===== src/rtl/pipeline_pkg.sv =====
// ---------------------------------------------------------------------------
// pipeline_pkg
// Shared types for the pipeline hazard controller.
//   hz_state_e  : controller modes (RUN, DMEM_WAIT, MD_WAIT)
//   fwd_sel_e   : Execute operand source (register file, Writeback, Memory)
//   reg_match() : true when a non-zero destination register feeds a source
// ---------------------------------------------------------------------------
package pipeline_pkg;

  localparam int unsigned REG_ADDR_W  = 5;
  localparam int unsigned STALL_CNT_W = 32;

  typedef enum logic [1:0] {
    RUN       = 2'd0,
    DMEM_WAIT = 2'd1,
    MD_WAIT   = 2'd2
  } hz_state_e;

  typedef enum logic [1:0] {
    FWD_RF = 2'b00,
    FWD_W  = 2'b01,
    FWD_M  = 2'b10
  } fwd_sel_e;

  // x0 is hard-wired to zero, so a write to it never creates a dependency.
  function automatic logic reg_match(input logic [REG_ADDR_W-1:0] rd,
                                     input logic [REG_ADDR_W-1:0] rs);
    return (rd != '0) && (rd == rs);
  endfunction

endpackage


===== src/rtl/hazard_ctrl_if.sv =====
// ---------------------------------------------------------------------------
// hazard_ctrl_if
// Bundle between the pipeline datapath and the hazard controller.
//   master : pipeline side, drives register ids / events, receives controls
//   slave  : hazard controller side
// Inputs to the controller : rs1_D, rs2_D, rs1_E, rs2_E, rd_E, rd_M, rd_W,
//                            ld_E, regwrite_M, regwrite_W, pcsrc_E,
//                            md_start_E, md_done, dmem_req_M, dmem_ack
// Outputs of the controller: stall_F/D/E/M, flush_D/E/W, fwdA_E, fwdB_E,
//                            stall_cycles
// ---------------------------------------------------------------------------
interface hazard_ctrl_if;
  import pipeline_pkg::*;

  logic [REG_ADDR_W-1:0]  rs1_D, rs2_D;
  logic [REG_ADDR_W-1:0]  rs1_E, rs2_E, rd_E;
  logic [REG_ADDR_W-1:0]  rd_M, rd_W;
  logic                   ld_E;
  logic                   regwrite_M, regwrite_W;
  logic                   pcsrc_E;
  logic                   md_start_E, md_done;
  logic                   dmem_req_M, dmem_ack;

  logic                   stall_F, stall_D, stall_E, stall_M;
  logic                   flush_D, flush_E, flush_W;
  logic [1:0]             fwdA_E, fwdB_E;
  logic [STALL_CNT_W-1:0] stall_cycles;

  modport master (
    output rs1_D, rs2_D, rs1_E, rs2_E, rd_E, rd_M, rd_W,
           ld_E, regwrite_M, regwrite_W, pcsrc_E,
           md_start_E, md_done, dmem_req_M, dmem_ack,
    input  stall_F, stall_D, stall_E, stall_M,
           flush_D, flush_E, flush_W, fwdA_E, fwdB_E, stall_cycles
  );

  modport slave (
    input  rs1_D, rs2_D, rs1_E, rs2_E, rd_E, rd_M, rd_W,
           ld_E, regwrite_M, regwrite_W, pcsrc_E,
           md_start_E, md_done, dmem_req_M, dmem_ack,
    output stall_F, stall_D, stall_E, stall_M,
           flush_D, flush_E, flush_W, fwdA_E, fwdB_E, stall_cycles
  );

endinterface


===== src/rtl/forward_unit.sv =====
// ---------------------------------------------------------------------------
// forward_unit
// Chooses the source of one Execute operand. Memory is the younger producer,
// so it takes priority over Writeback.
//   i_rs                       : source register read in Execute
//   i_rd_M / i_regwrite_M      : Memory-stage destination and write enable
//   i_rd_W / i_regwrite_W      : Writeback-stage destination and write enable
//   o_fwd                      : FWD_M, FWD_W or FWD_RF
// ---------------------------------------------------------------------------
module forward_unit
  import pipeline_pkg::*;
(
  input  logic [REG_ADDR_W-1:0] i_rs,
  input  logic [REG_ADDR_W-1:0] i_rd_M,
  input  logic                  i_regwrite_M,
  input  logic [REG_ADDR_W-1:0] i_rd_W,
  input  logic                  i_regwrite_W,
  output fwd_sel_e              o_fwd
);

  always_comb begin
    o_fwd = FWD_RF;
    if (i_regwrite_M && reg_match(i_rd_M, i_rs)) begin
      o_fwd = FWD_M;
    end else if (i_regwrite_W && reg_match(i_rd_W, i_rs)) begin
      o_fwd = FWD_W;
    end
  end

endmodule


===== src/rtl/hazard_ctrl.sv =====
// ---------------------------------------------------------------------------
// hazard_ctrl
// Pipeline hazard controller: operand forwarding, load-use stalls, branch
// flushes, and freezing the pipe while a data-memory access or a multi-cycle
// mul/div is outstanding. Also counts cycles spent with the fetch stalled.
//   clk    : rising-edge clock
//   rst_n  : asynchronous active-low reset
//   io_hz  : hazard_ctrl_if.slave bundle (see hazard_ctrl_if for signals)
// ---------------------------------------------------------------------------
module hazard_ctrl
  import pipeline_pkg::*;
(
  input  logic          clk,
  input  logic          rst_n,
  hazard_ctrl_if.slave  io_hz
);

  hz_state_e              r_state, w_state_next;
  logic                   r_md_pending, w_md_pending_next;
  logic [STALL_CNT_W-1:0] r_stall_cycles;

  logic     w_load_use;
  logic     w_stall_F, w_stall_D, w_stall_E, w_stall_M;
  logic     w_flush_D, w_flush_E, w_flush_W;
  fwd_sel_e w_fwdA, w_fwdB;

  forward_unit u_fwd_a (
    .i_rs         (io_hz.rs1_E),
    .i_rd_M       (io_hz.rd_M),
    .i_regwrite_M (io_hz.regwrite_M),
    .i_rd_W       (io_hz.rd_W),
    .i_regwrite_W (io_hz.regwrite_W),
    .o_fwd        (w_fwdA)
  );

  forward_unit u_fwd_b (
    .i_rs         (io_hz.rs2_E),
    .i_rd_M       (io_hz.rd_M),
    .i_regwrite_M (io_hz.regwrite_M),
    .i_rd_W       (io_hz.rd_W),
    .i_regwrite_W (io_hz.regwrite_W),
    .o_fwd        (w_fwdB)
  );

  assign w_load_use = io_hz.ld_E &&
                      (reg_match(io_hz.rd_E, io_hz.rs1_D) ||
                       reg_match(io_hz.rd_E, io_hz.rs2_D));

  always_ff @(posedge clk or negedge rst_n) begin
    if (!rst_n) begin
      r_state      <= RUN;
      r_md_pending <= 1'b0;
    end else begin
      r_state      <= w_state_next;
      r_md_pending <= w_md_pending_next;
    end
  end

  // A memory wait has priority over a mul/div wait; a mul/div issued alongside
  // an unacknowledged access is remembered in md_pending and served once the
  // access completes, unless the mul/div already finished in the meantime.
  always_comb begin
    w_state_next      = r_state;
    w_md_pending_next = r_md_pending;
    w_stall_F         = 1'b0;
    w_stall_D         = 1'b0;
    w_stall_E         = 1'b0;
    w_stall_M         = 1'b0;
    w_flush_D         = 1'b0;
    w_flush_E         = 1'b0;
    w_flush_W         = 1'b0;
    unique case (r_state)
      RUN: begin
        if (io_hz.pcsrc_E) begin
          w_flush_D = 1'b1;
          w_flush_E = 1'b1;
        end else if (w_load_use) begin
          w_stall_F = 1'b1;
          w_stall_D = 1'b1;
          w_flush_E = 1'b1;
        end
        if (io_hz.dmem_req_M && !io_hz.dmem_ack) begin
          w_state_next      = DMEM_WAIT;
          w_md_pending_next = io_hz.md_start_E;
        end else if (io_hz.md_start_E) begin
          w_state_next = MD_WAIT;
        end
      end
      DMEM_WAIT: begin
        w_stall_F = 1'b1;
        w_stall_D = 1'b1;
        w_stall_E = 1'b1;
        w_stall_M = 1'b1;
        w_flush_W = 1'b1;
        if (io_hz.md_done) begin
          w_md_pending_next = 1'b0;
        end
        if (io_hz.dmem_ack) begin
          w_state_next      = (r_md_pending && !io_hz.md_done) ? MD_WAIT : RUN;
          w_md_pending_next = 1'b0;
        end
      end
      MD_WAIT: begin
        // Memory keeps draining; the stall drops in the very cycle md_done shows.
        if (io_hz.md_done) begin
          w_state_next = RUN;
        end else begin
          w_stall_F = 1'b1;
          w_stall_D = 1'b1;
          w_stall_E = 1'b1;
        end
      end
      default: begin
        w_state_next      = RUN;
        w_md_pending_next = 1'b0;
      end
    endcase
  end

  // Controls are forced low for the whole time reset is held, not just after
  // the next edge, so a frozen pipe is released the moment reset asserts.
  assign io_hz.stall_F = rst_n & w_stall_F;
  assign io_hz.stall_D = rst_n & w_stall_D;
  assign io_hz.stall_E = rst_n & w_stall_E;
  assign io_hz.stall_M = rst_n & w_stall_M;
  assign io_hz.flush_D = rst_n & w_flush_D;
  assign io_hz.flush_E = rst_n & w_flush_E;
  assign io_hz.flush_W = rst_n & w_flush_W;
  assign io_hz.fwdA_E  = w_fwdA;
  assign io_hz.fwdB_E  = w_fwdB;

  // Saturating counter of fetch-stall cycles.
  always_ff @(posedge clk or negedge rst_n) begin
    if (!rst_n) begin
      r_stall_cycles <= '0;
    end else if (io_hz.stall_F && (r_stall_cycles != '1)) begin
      r_stall_cycles <= r_stall_cycles + 1'b1;
    end
  end

  assign io_hz.stall_cycles = r_stall_cycles;

endmodule


===== src/flat_wrapper.sv =====
// flat-port wrapper written by rule: the top's interface ports become plain ports
module hazard_ctrl_flat import pipeline_pkg::*;
  (clk, rst_n, io_hz_rs1_D, io_hz_rs2_D, io_hz_rs1_E, io_hz_rs2_E, io_hz_rd_E, io_hz_rd_M, io_hz_rd_W, io_hz_ld_E, io_hz_regwrite_M, io_hz_regwrite_W, io_hz_pcsrc_E, io_hz_md_start_E, io_hz_md_done, io_hz_dmem_req_M, io_hz_dmem_ack, io_hz_stall_F, io_hz_stall_D, io_hz_stall_E, io_hz_stall_M, io_hz_flush_D, io_hz_flush_E, io_hz_flush_W, io_hz_fwdA_E, io_hz_fwdB_E, io_hz_stall_cycles);
  hazard_ctrl_if io_hz_i ();
  input  logic clk;
  input  logic rst_n;
  input wire logic [$bits(io_hz_i.rs1_D)-1:0] io_hz_rs1_D;
  input wire logic [$bits(io_hz_i.rs2_D)-1:0] io_hz_rs2_D;
  input wire logic [$bits(io_hz_i.rs1_E)-1:0] io_hz_rs1_E;
  input wire logic [$bits(io_hz_i.rs2_E)-1:0] io_hz_rs2_E;
  input wire logic [$bits(io_hz_i.rd_E)-1:0] io_hz_rd_E;
  input wire logic [$bits(io_hz_i.rd_M)-1:0] io_hz_rd_M;
  input wire logic [$bits(io_hz_i.rd_W)-1:0] io_hz_rd_W;
  input wire logic [$bits(io_hz_i.ld_E)-1:0] io_hz_ld_E;
  input wire logic [$bits(io_hz_i.regwrite_M)-1:0] io_hz_regwrite_M;
  input wire logic [$bits(io_hz_i.regwrite_W)-1:0] io_hz_regwrite_W;
  input wire logic [$bits(io_hz_i.pcsrc_E)-1:0] io_hz_pcsrc_E;
  input wire logic [$bits(io_hz_i.md_start_E)-1:0] io_hz_md_start_E;
  input wire logic [$bits(io_hz_i.md_done)-1:0] io_hz_md_done;
  input wire logic [$bits(io_hz_i.dmem_req_M)-1:0] io_hz_dmem_req_M;
  input wire logic [$bits(io_hz_i.dmem_ack)-1:0] io_hz_dmem_ack;
  output wire logic [$bits(io_hz_i.stall_F)-1:0] io_hz_stall_F;
  output wire logic [$bits(io_hz_i.stall_D)-1:0] io_hz_stall_D;
  output wire logic [$bits(io_hz_i.stall_E)-1:0] io_hz_stall_E;
  output wire logic [$bits(io_hz_i.stall_M)-1:0] io_hz_stall_M;
  output wire logic [$bits(io_hz_i.flush_D)-1:0] io_hz_flush_D;
  output wire logic [$bits(io_hz_i.flush_E)-1:0] io_hz_flush_E;
  output wire logic [$bits(io_hz_i.flush_W)-1:0] io_hz_flush_W;
  output wire logic [$bits(io_hz_i.fwdA_E)-1:0] io_hz_fwdA_E;
  output wire logic [$bits(io_hz_i.fwdB_E)-1:0] io_hz_fwdB_E;
  output wire logic [$bits(io_hz_i.stall_cycles)-1:0] io_hz_stall_cycles;
  assign io_hz_i.rs1_D = io_hz_rs1_D;
  assign io_hz_i.rs2_D = io_hz_rs2_D;
  assign io_hz_i.rs1_E = io_hz_rs1_E;
  assign io_hz_i.rs2_E = io_hz_rs2_E;
  assign io_hz_i.rd_E = io_hz_rd_E;
  assign io_hz_i.rd_M = io_hz_rd_M;
  assign io_hz_i.rd_W = io_hz_rd_W;
  assign io_hz_i.ld_E = io_hz_ld_E;
  assign io_hz_i.regwrite_M = io_hz_regwrite_M;
  assign io_hz_i.regwrite_W = io_hz_regwrite_W;
  assign io_hz_i.pcsrc_E = io_hz_pcsrc_E;
  assign io_hz_i.md_start_E = io_hz_md_start_E;
  assign io_hz_i.md_done = io_hz_md_done;
  assign io_hz_i.dmem_req_M = io_hz_dmem_req_M;
  assign io_hz_i.dmem_ack = io_hz_dmem_ack;
  assign io_hz_stall_F = io_hz_i.stall_F;
  assign io_hz_stall_D = io_hz_i.stall_D;
  assign io_hz_stall_E = io_hz_i.stall_E;
  assign io_hz_stall_M = io_hz_i.stall_M;
  assign io_hz_flush_D = io_hz_i.flush_D;
  assign io_hz_flush_E = io_hz_i.flush_E;
  assign io_hz_flush_W = io_hz_i.flush_W;
  assign io_hz_fwdA_E = io_hz_i.fwdA_E;
  assign io_hz_fwdB_E = io_hz_i.fwdB_E;
  assign io_hz_stall_cycles = io_hz_i.stall_cycles;
  hazard_ctrl u_core (.clk(clk), .rst_n(rst_n), .io_hz(io_hz_i));
endmodule

===== config.mk =====
export PLATFORM = sky130hd
export DESIGN_NAME = hazard_ctrl_flat
export DESIGN_NICKNAME = d
export VERILOG_FILES = /design/src/rtl/pipeline_pkg.sv /design/src/rtl/hazard_ctrl_if.sv /design/src/rtl/forward_unit.sv /design/src/rtl/hazard_ctrl.sv /design/src/flat_wrapper.sv
export SDC_FILE = /design/constraint.sdc
export NUM_CORES = 1
export LEC_CHECK = 0
export BUFFER_PORTS_ARGS = -buffer_cell sky130_fd_sc_hd__buf_2
export CORE_MARGIN = 3
export CORE_UTILIZATION = 49
export CTS_BUF_LIST = sky130_fd_sc_hd__clkbuf_16
export DETAILED_ROUTE_END_ITERATION = 8
export PLACE_DENSITY_LB_ADDON = 0.1
export SYNTH_ARGS = -nofsm -noshare
export SYNTH_HDL_FRONTEND = slang
export SYNTH_HIERARCHICAL = 1
export SYNTH_SLANG_ARGS = --single-unit

===== constraint.sdc =====
create_clock -name clk -period 3.2 [get_ports clk]
set_input_delay 0.48 -clock clk [delete_from_list [all_inputs] [get_ports clk]]
set_output_delay 0.48 -clock clk [all_outputs]
set_load 0.1 [all_outputs]

==> reports/metrics.yaml, run 1 <==
route:
  finalWirelength_mm: 5.078
  drc_errors: 0
  drt_iter0_drc: 104
  first_pass_iters: 4
  vias_per_cell: 5.404
  drt-wirelength-per-cell_um: 13.40
  ant_nets: 0
  num_vias: 2048
grt:
  grtUsageTotal_pct: 20.35
  grt_antenna_before_repair: 0
  grt_pass1_vias: 1977
  grt_pass1_wl_mm: 8.638
  grt_overflow: 0
  grt_max_degree: 40
logic_synthesis:
  synth_cells: 238
  synth_area_um2: 2226
  synth_top_area_share_pct: 39.35
  async_reset_ff_share_pct: 100.0
  ys_ff_latch: 35
  syn_nets: 288
  synth.avg_cell_area_um2: 9.352
  synthTopCellsByArea: "dfrtp_1 (39%), xor2_1 (13%), xnor2_1 (8.7%)"
  yosys_warnings: 6
  synth-edff-count: 0
  synth_ff_type: "dfrtp_1"
  synth_area_leader_cell: "dfrtp_1"
  synthTopCellsByCount: "dfrtp_1 (35), xor2_1 (34), nand2_1 (23)"
  yosysMostFrequentCell: "dfrtp_1"
  ys_types: 35
  synth_seq_area_share_pct: 39.35
final_layout:
  finish.net_count: 378
  area_delta_synth_final_pct: 27.54
  seq_area_um2: 875.8
  multi_input_area_um2: 1287
  fin_cells: 379
  drive_gt1_share_pct: 31.31
  antenna_cells: 0
  final_cell_area_um2: 2839
  fillCellCount: 358
job:
  cap_violations: 0
placed_design:
  dp_cells: 371
  place_ws_ns: 0.6061
  dpl_cell_area_um2: 2699
  port-buffer-count: 87
  routabilityCongestion: 0.7932
  post-dp-hpwl_mm: 4.043
worst_setup_path:
  endpoint_kind: "flop"
  start_kind: "flop"
  critPathKind: "reg2reg"
  cp.arrival_ns: 2.71
  crit_required_ns: 3.35
  path_max_fanout: 14
clocking:
  ctsHoldBuffers: 0
  path_clk_slew_ns: 0.05
  cts_setup_buffers: 0
  clk_latency_ns: 0.28
  numClockSinks: 35
  cts-root-buf: "clkbuf_16"
  ctsResizeCount: 0
  cts_buffers: 5
  tritoncts: "yes"
  clk_path_buf_depth: 2
  h-tree-depth: 2
timing:
  layout_min_cycle_time_ns: 2.565
  worst_pin_slew_ns: 0.8893
  hold_ws_ns: 0.2703
  finalHoldViolCount: 0
  skew_ns: 0.003764
  max_clock_freq_mhz: 389.8
  rsz0062_at_grt: "false"
  max-slew-margin-rel_pct: 39.78
  setup_viol: 0
  slew_viol_final: 0
  min_period_over_period_pct: 80.17
  fin_ws_ns: 0.6346
  fin_setup_tns_ns: 0
floorplan:
  start_util_pct: 52.98
  die-area_um2: 5388
  io_pins: 88
  rows: 23
  fp.coreArea_um2: 4202
  die_w_um: 73.40
  dieHeight_um: 73.40
run_status:
  outcome: "finished, final reports clean"
pwr:
  vdd_ir_drop_max_mv: 0.4251
  p_leak_nw: 1.500
  power_density_nw_per_um2: 602.3
hold_path:
  hp-class: "in2async"
worst max-delay path, stage by stage (launching register included):
cell,delay (ns)
dfrtp_1,0.40
ha_1,0.18
nand3_1,0.10
or2_2,0.35
or2_1,0.23
or4_1,0.48
nand2_1,0.40
nor4_1,0.13
xor2_1,0.16
metrics by stage:
step	power (W)	util, %
after global routing	0.001797	67.57
after floorplan	0.001132	-
after CTS	0.001726	67.57
after global placement	0.001259	64.23
after detailed placement	0.001265	64.23
final	0.001710	67.57
registers in the layout (all words and copies together), names as in the netlist:
| name | count |
|---|---|
| u_core/io_hz.stall_cycles | 32 |
| u_core/r_md_pending | 1 |
| u_core/r_state | 2 |
path summary, 6_finish.rpt:
path	startpoint	to	slack, ns	depth (start not counted)
setup / recovery	u_core/io_hz.stall_cycles[0]$_DFFE_PN0P_	u_core/io_hz.stall_cycles[11]$_DFFE_PN0P_	0.63	8
hold / removal	rst_n	u_core/io_hz.stall_cycles[6]$_DFFE_PN0P_	0.27	2
setup reg to reg	u_core/io_hz.stall_cycles[0]$_DFFE_PN0P_	u_core/io_hz.stall_cycles[11]$_DFFE_PN0P_	0.63	8
hold reg to reg	u_core/io_hz.stall_cycles[9]$_DFFE_PN0P_	u_core/io_hz.stall_cycles[9]$_DFFE_PN0P_	0.49	1
max in group asynchronous	rst_n	u_core/io_hz.stall_cycles[3]$_DFFE_PN0P_	2.59	2
min in group clk	io_hz_md_start_E	u_core/r_md_pending$_DFFE_PN0P_	0.48	2
kinds of logic (layout without fill, tap and decap cells):
kind of cell               count (synthesis)  count (layout)  synth area share (%)
and+or+nand+nor                          107             107                 24.28
xor gates and xnor gates                  56              56                 22.03
DFF                                       35              35                 39.35
AOI/OAI and AO/OA                         22              22                 8.319
buffers and inverters                     13             104                 3.204
adders and majority gates                  5               5                 2.811
area by class of cell:
type	count	area share (%)
sequential	35	30.85
tap	50	2.204
multi-input combinational	190	45.35
timing repair buffer	88	15.60
inverter	8	1.058
clock buffer	5	4.407
clock inverter	3	0.5289
layout by cell type (no fill, tap or decap), types with 2 or more instances in the layout:
cell type	count
dfrtp_1	35
clkinv_1	2
a211oi_2	2
a21oi_1	4
nand4_1	10
ha_1	5
nor3_1	16
nor4_1	5
buf_2	87
o41ai_2	2
nand2_1	23
o21ai_0	5
and3_1	7
and2_1	3
xnor2_1	22
xor2_1	34
nor3_2	2
o211a_1	2
nor2b_1	2
nand3_1	14
clkbuf_16	5
or4_1	2
inv_1	8
nor2_1	19
per-layer routing:
metal / wire length, um / global-route usage, % / vias up
li1: - / - / 1007
met1: 2141 / 24.98 / 958
met2: 2438 / 33.57 / 76
met3: 413 / 6.019 / 7
met4: 84 / 7.847 / 0
met5: 0 / 0 / -
report_power, final:
part	internal (W)	switching [W]
Sequential	0.000488	0.0000456
Combinational	0.000163	0.000559
Clock	0.000282	0.000172
Total	0.000933	0.000777
Note: power is estimated with default switching activity, not from simulation.
==> inputs of run 2 (changes only) <==
- clock period: 3.2 -> 2.48 ns (I/O delays scaled with it)
==> run 2 against run 1 <==
Sequential share of layout area decreased by 1.3 points. Sequential cell count stayed put. Register-to-register slack lost 0.50 ns. Cell count increased by 1.6%. First-iteration DRC count rose by 0.96%. Clock power rose by 26%. Cell area is 10% higher.
==> reports/metrics.yaml, run 2 (synthesis gave the netlist of run 1 again) <==
pwr:
  p_leak_nw: 1.504  # +0.28%
  vdd_ir_drop_max_mv: 0.7500  # +76%
  power_density_nw_per_um2: 751.7  # +25%
final_layout:
  area_delta_synth_final_pct: 40.42
  finish.net_count: 384  # +1.6%
  layout_common_cells: "buf_2 (85), xor2_1 (34), xnor2_1 (22)"
  drive_gt1_share_pct: 46.27  # +15 points
  largest_reg_flops: 32  # unchanged
  seq_area_um2: 922.1  # +5.3%
  final_common_cell: "buf_2"
  fillCellCount: 294  # -18%
  multi_input_area_um2: 1444  # +12%
  antenna_cells: 0  # unchanged
clocking:
  h-tree-depth: 2  # unchanged
  cts_setup_buffers: 0  # unchanged
  clk_latency_ns: 0.27  # about the same
  numClockSinks: 35  # unchanged
  cts-root-buf: "clkbuf_16"
  clk_path_buf_depth: 2  # unchanged
  tritoncts: "yes"
  cts_buffers: 5  # unchanged
  path_clk_slew_ns: 0.05  # about the same
timing:
  max_clock_freq_mhz: 419.1
  finalHoldViolCount: 0  # unchanged
  fin_setup_tns_ns: 0  # unchanged
  min_period_over_period_pct: 96.21
  max-slew-margin-rel_pct: 61.83  # +22 points
  slew_viol_final: 0  # unchanged
  skew_ns: 0.004829  # +0.001065 ns
  setup_viol: 0  # unchanged
  layout_min_cycle_time_ns: 2.386
  hold_ws_ns: 0.1924  # -0.07787 ns
  worst_pin_slew_ns: 0.5674  # -0.3219 ns
  rsz0062_at_grt: "false"
placed_design:
  port-buffer-count: 87  # unchanged
  routabilityCongestion: 0.8499  # +7.1%
  post-dp-hpwl_mm: 4.275  # +5.7%
worst_setup_path:
  cp-startpoint: "u_core/r_state[0]$_DFFE_PN0P_"
  crit_required_ns: 2.11  # -1.24 ns
  start_kind: "flop"
  critPathKind: "reg2out"
  reg2reg_setup_slack_ns: 0.13  # -0.50 ns
  cp.arrival_ns: 2.01  # -0.70 ns
  path_max_fanout: 4  # -10
  timing.rr.start: "u_core/io_hz.stall_cycles[0]$_DFFE_PN0P_"
  endpoint_kind: "output pin"
route:
  drc_errors: 0  # unchanged
  vias_per_cell: 5.447  # +0.80%
  num_vias: 2097  # +2.4%
  drt_iter0_drc: 105  # +0.96%
  drt-wirelength-per-cell_um: 14.20  # +6.0%
  first_pass_iters: 5  # +1
  finalWirelength_mm: 5.467  # +7.7%
  ant_nets: 0  # unchanged
floorplan:
  die_w_um: 73.40  # unchanged
  rows: 23  # unchanged
  fp.coreArea_um2: 4202  # unchanged
  dieHeight_um: 73.40  # unchanged
  io_pins: 88  # unchanged
  die-area_um2: 5388  # unchanged
  start_util_pct: 52.98  # unchanged
grt:
  grt_max_degree: 40  # unchanged
  grt_pass1_wl_mm: 8.970  # +3.8%
  grt_antenna_before_repair: 0  # unchanged
  grt_pass1_vias: 1995  # +0.91%
  grtUsageTotal_pct: 21.06  # +0.71 points
  grt_overflow: 0  # unchanged
job:
  cap_violations: 0  # unchanged
run_status:
  outcome: "finished, final reports clean"
hold_path:
  hp-class: "in2async"
[run 2: final timing paths]
path / cells past startpoint / to
max in group asynchronous: 2 / u_core/io_hz.stall_cycles[24]$_DFFE_PN0P_
worst min register to register: 1 / u_core/io_hz.stall_cycles[26]$_DFFE_PN0P_
min in group clk: 2 / u_core/r_md_pending$_DFFE_PN0P_
worst max-delay path: 7 / io_hz_stall_D
worst min-delay path: 2 / u_core/io_hz.stall_cycles[23]$_DFFE_PN0P_
worst max register to register: 9 / u_core/io_hz.stall_cycles[31]$_DFFE_PN0P_
[run 2: metrics by stage]
| step | cells | power (W) | utilization, % | instance area [um2] | setup WS (ns) |
|---|---|---|---|---|---|
| after floorplan | 238 | 0.001547 | - | 2449 | -0.2496 |
| after global placement | 377 | 0.001771 | 71.11 | 2988 | 0.1627 |
| after detailed placement | 377 | 0.001785 | 71.11 | 2988 | 0.09369 |
| after CTS | 385 | 0.002372 | 74.36 | 3124 | 0.06807 |
| after global routing | 385 | 0.002465 | 74.39 | 3126 | 0.01212 |
| final | 385 | 0.002349 | 74.39 | 3126 | 0.09403 |
[run 2: report_power, final]
part           switching, W  internal, W  total (W)
Clock              0.000211     0.000361   0.000572
Combinational      0.000780     0.000286    0.00107
Sequential        0.0000689     0.000643   0.000712
Total               0.00106      0.00129    0.00235
[run 2: per-layer routing]
layer,track usage [%],vias to the layer above,wire [um]
met1,26.70,975,2325
met2,35.35,93,2624
li1,-,1023,-
met5,0,-,0
met4,6.036,0,56
met3,5.472,6,461
[run 2: worst max-delay path, stage by stage, from the launching register on]
cell and delay (ns):
dfrtp_1 0.42, inv_1 0.09, ha_1 0.21, nor2b_1 0.15, o21ai_0 0.31, o31ai_4 0.18, buf_4 0.21, buf_12 0.17
[run 2: layout make-up]
class | instances | share of cell area (%)
multi-input combinational | 190 | 46.20
clock inverter | 3 | 0.3603
sequential | 35 | 29.50
inverter | 8 | 0.9608
timing repair buffer | 94 | 16.97
clock buffer | 5 | 4.003
tap | 50 | 2.002
[run 2: what timing repair did]
item,4_1_cts,5_1_grt
hold buffers,0,0
resized for setup,0,1
endpoints found under the setup margin,0,5
==> inputs of run 3 (changes only) <==
- CORE_UTILIZATION: 49 -> 50
- PLACE_DENSITY: not set -> 0.84
- PLACE_DENSITY_LB_ADDON: 0.1 -> not set
- SYNTH_HIERARCHICAL: 1 -> not set
==> run 3 against run 2 <==
First-iteration DRC count shrank 55%. Register-to-register slack better by 0.12 ns. Synthesized cell count rose by 5.9%. Combinational power down 20%. Maximum frequency grew 1.7%. Synthesized area increased by 5.4%. Core utilization fell by 4.3 points. Critical path depth is the same. Setup slack better by 0.039 ns. Cell area is 0.28% lower. Via count rose by 3.5%. Critical endpoint unchanged.
==> reports/metrics.yaml, run 3 <==
run_status:
  outcome: "finished, final reports clean"
worst_setup_path:
  timing.rr.start: "u_core.r_state[0]$_DFFE_PN0P_"
  crit_required_ns: 2.11  # about the same
  crit_buf_inv: 2  # -1
  endpoint_kind: "output pin"
  cp.depth: 7  # unchanged
  r2r.worst_path.cells: 9  # unchanged
  reg2reg_to: "u_core.io_hz.stall_cycles[17]$_DFFE_PN0P_"
  start_kind: "flop"
  reg2reg_setup_slack_ns: 0.25  # +0.12 ns
  path_max_fanout: 6  # +2
  cpMaxStageDelayCell: "dfrtp_1"
  cp.arrival_ns: 1.98  # -0.03 ns
  crit_path_end: "io_hz_stall_D"
  critPathKind: "reg2out"
  crit_chain: "inv_1 > ha_2 > and2b_1 > o2111ai_2 > nand2b_1 > nand2_2 > buf_12"
  slowest_delay_ns: 0.42  # about the same
  cp-startpoint: "u_core.r_state[0]$_DFFE_PN0P_"
  cp_top_family: "simple AND/OR/NAND/NOR gates"
final_layout:
  fillCellCount: 356  # +21%
  area_delta_synth_final_pct: 32.85
  layout_common_cells: "buf_2 (83), xor2_1 (38), dfrtp_1 (30)"
  multi_input_area_um2: 1431  # -0.87%
  antenna_cells: 0  # unchanged
  finish.net_count: 395  # +2.9%
  seq_area_um2: 882.1  # -4.3%
  fin_cells: 398  # +3.4%
  finalCoreUtilization_pct: 70.13  # -4.3 points
  drive_gt1_share_pct: 35.26  # -11 points
  largest_reg_flops: 32  # unchanged
  final_common_cell: "buf_2"
logic_synthesis:
  synth_area_um2: 2346  # +5.4%
  synth_cells: 252  # +5.9%
  syn_nets: 302  # +4.9%
  yosysMostFrequentCell: "xor2_1"
  ys_types: 39  # +11%
  yosys_warnings: 0  # -6
  synth.avg_cell_area_um2: 9.310  # -0.46%
  synth_area_leader_cell: "dfrtp_1"
  synth_top_area_share_pct: 37.33  # -2.0 points
  synthTopCellsByArea: "dfrtp_1 (37%), xor2_1 (14%), xnor2_1 (8.2%)"
  ys_ff_latch: 35  # unchanged
  synthTopCellsByCount: "xor2_1 (38), dfrtp_1 (35), xnor2_1 (22)"
  synth_seq_area_share_pct: 37.33  # -2.0 points
  synth-edff-count: 0  # unchanged
  async_reset_ff_share_pct: 100.0  # unchanged
  synth_ff_type: "dfrtp_1"
pwr:
  total_power_w: 0.002107  # -10%
  vdd_ir_drop_max_mv: 0.6185  # -18%
  p_leak_nw: 1.613  # +7.2%
  power_density_nw_per_um2: 676.0  # -10%
clocking:
  path_clk_slew_ns: 0.05  # about the same
  cts_buffers: 5  # unchanged
  numClockSinks: 35  # unchanged
  tritoncts: "yes"
  h-tree-depth: 2  # unchanged
  cts-root-buf: "clkbuf_16"
  clk_latency_ns: 0.28  # about the same
  clk_path_buf_depth: 2  # unchanged
  cts_setup_buffers: 0  # unchanged
  ctsHoldBuffers: 0  # unchanged
grt:
  grt_max_degree: 36  # -10%
  grtUsageMet2_pct: 38.15  # +2.8 points
  grt_pass1_vias: 2161  # +8.3%
  grt_antenna_before_repair: 0  # unchanged
  grt_overflow: 0  # unchanged
  grt_pass1_wl_mm: 9.653  # +7.6%
  grt-busiest-layer: "met2"
  grtUsageMet3_pct: 4.865  # -0.61 points
  grtUsageTotal_pct: 22.28  # +1.2 points
  groute.layer.met1.usage_pct: 27.22  # +0.52 points
floorplan:
  io_pins: 88  # unchanged
  start_util_pct: 52.79  # -0.19 points
  rows: 24  # +4.3%
  dieHeight_um: 74.50  # +1.5%
  die_w_um: 74.50  # +1.5%
  die-area_um2: 5550  # +3.0%
  fp.coreArea_um2: 4444  # +5.8%
placed_design:
  routabilityCongestion: 0.7789  # -8.4%
  post-dp-hpwl_mm: 4.556  # +6.6%
  port-buffer-count: 87  # unchanged
  dp_cells: 390  # +3.4%
  place_ws_ns: 0.2371  # +0.1434 ns
route:
  finalWirelength_mm: 5.821  # +6.5%
  num_vias: 2170  # +3.5%
  vias_per_cell: 5.452  # +0.10%
  drc_errors: 0  # unchanged
  ant_nets: 0  # unchanged
  drt_iter0_drc: 47  # -55%
  drt-wirelength-per-cell_um: 14.63  # +3.0%
  first_pass_iters: 4  # -1
timing:
  max-slew-margin-rel_pct: 61.79  # about the same
  slew_viol_final: 0  # unchanged
  skew_ns: 0.004747  # -0.00008202 ns
  fin_setup_tns_ns: 0  # unchanged
  layout_min_cycle_time_ns: 2.347  # -0.03892 ns
  worst_pin_slew_ns: 0.5679  # +0.0004811 ns
  setup_viol: 0  # unchanged
  max_clock_freq_mhz: 426.1  # +1.7%
  finalHoldViolCount: 0  # unchanged
  min_period_over_period_pct: 94.64  # -1.6 points
  rsz0062_at_grt: "false"
  fin_ws_ns: 0.1330  # +0.03892 ns
job:
  cap_violations: 0  # unchanged
hold_path:
  hp-class: "in2async"
[run 3: cell types whose count changed in the layout (fill, tap and decap cells not counted), sizes merged, moves of 4 or more]
| cell | before | now |
|---|---|---|
| nor2 | 19 | 13 |
| inv | 9 | 18 |
| nand4 | 10 | 5 |
| xor2 | 34 | 38 |
| nor4 | 5 | 13 |
[run 3: worst min-delay path by stage]
stage	startpoint	end	slack (ns)	cells after the start
finish	rst_n	u_core.io_hz.stall_cycles[26]$_DFFE_PN0P_	0.23	2
global route	rst_n	u_core.io_hz.stall_cycles[28]$_DFFE_PN0P_	0.30	2
CTS	rst_n	u_core.r_state[0]$_DFFE_PN0P_	0.26	2
detailed placement	u_core.io_hz.stall_cycles[6]$_DFFE_PN0P_	u_core.io_hz.stall_cycles[6]$_DFFE_PN0P_	0.48	1
global placement	u_core.io_hz.stall_cycles[5]$_DFFE_PN0P_	u_core.io_hz.stall_cycles[5]$_DFFE_PN0P_	0.48	1
floorplan	rst_n	u_core.io_hz.stall_cycles[0]$_DFFE_PN0P_	0.08	0
[run 3: cell type report]
type / instances / area share, %
Clock inverter: 3 / 0.4014
Sequential cell: 35 / 28.30
Clock buffer: 5 / 4.014
Inverter: 16 / 1.927
Tap cell: 52 / 2.088
Multi-Input combinational cell: 194 / 45.93
Timing Repair Buffer: 93 / 17.34
[run 3: what timing repair did]
item,CTS,global route
resized for setup,0,1
endpoints found under the hold margin,0,0
setup endpoints to repair,0,2
[run 3: stage by stage]
| step | instance area (um2) | hold WS, ns |
|---|---|---|
| 2_1_floorplan | 2430 | 0.07641 |
| 3_3_place_gp | 2977 | 0.4834 |
| 3_5_place_dp | 2977 | 0.4808 |
| 4_1_cts | 3114 | 0.2576 |
| 5_1_grt | 3117 | 0.2973 |
| 6_report | 3117 | 0.2307 |
[run 3: kinds of logic after synthesis]
logic type | synth area share (%)
AOI/OAI and AO/OA | 8.321
xor gates and xnor gates | 22.40
adders and majority gates | 2.667
buffers and inverters | 5.066
DFF | 37.33
muxes | 0.4800
and+or+nand+nor | 23.73
[run 3: power by group]
part	leakage [nW]	internal [W]	switching, W
Clock	0.0762	0.000362	0.000222
Combinational	1.09	0.000253	0.000605
Sequential	0.449	0.000617	0.0000474
Total	1.61	0.00123	0.000875
[run 3: layer usage]
layer / up-vias / share of wire [%] / wire [um]
met2: 77 / 51 / 2949
met3: 10 / 6.8 / 398
met4: 0 / 1.5 / 85
li1: 1062 / - / -
met5: - / 0 / 0
met1: 1021 / 41 / 2388
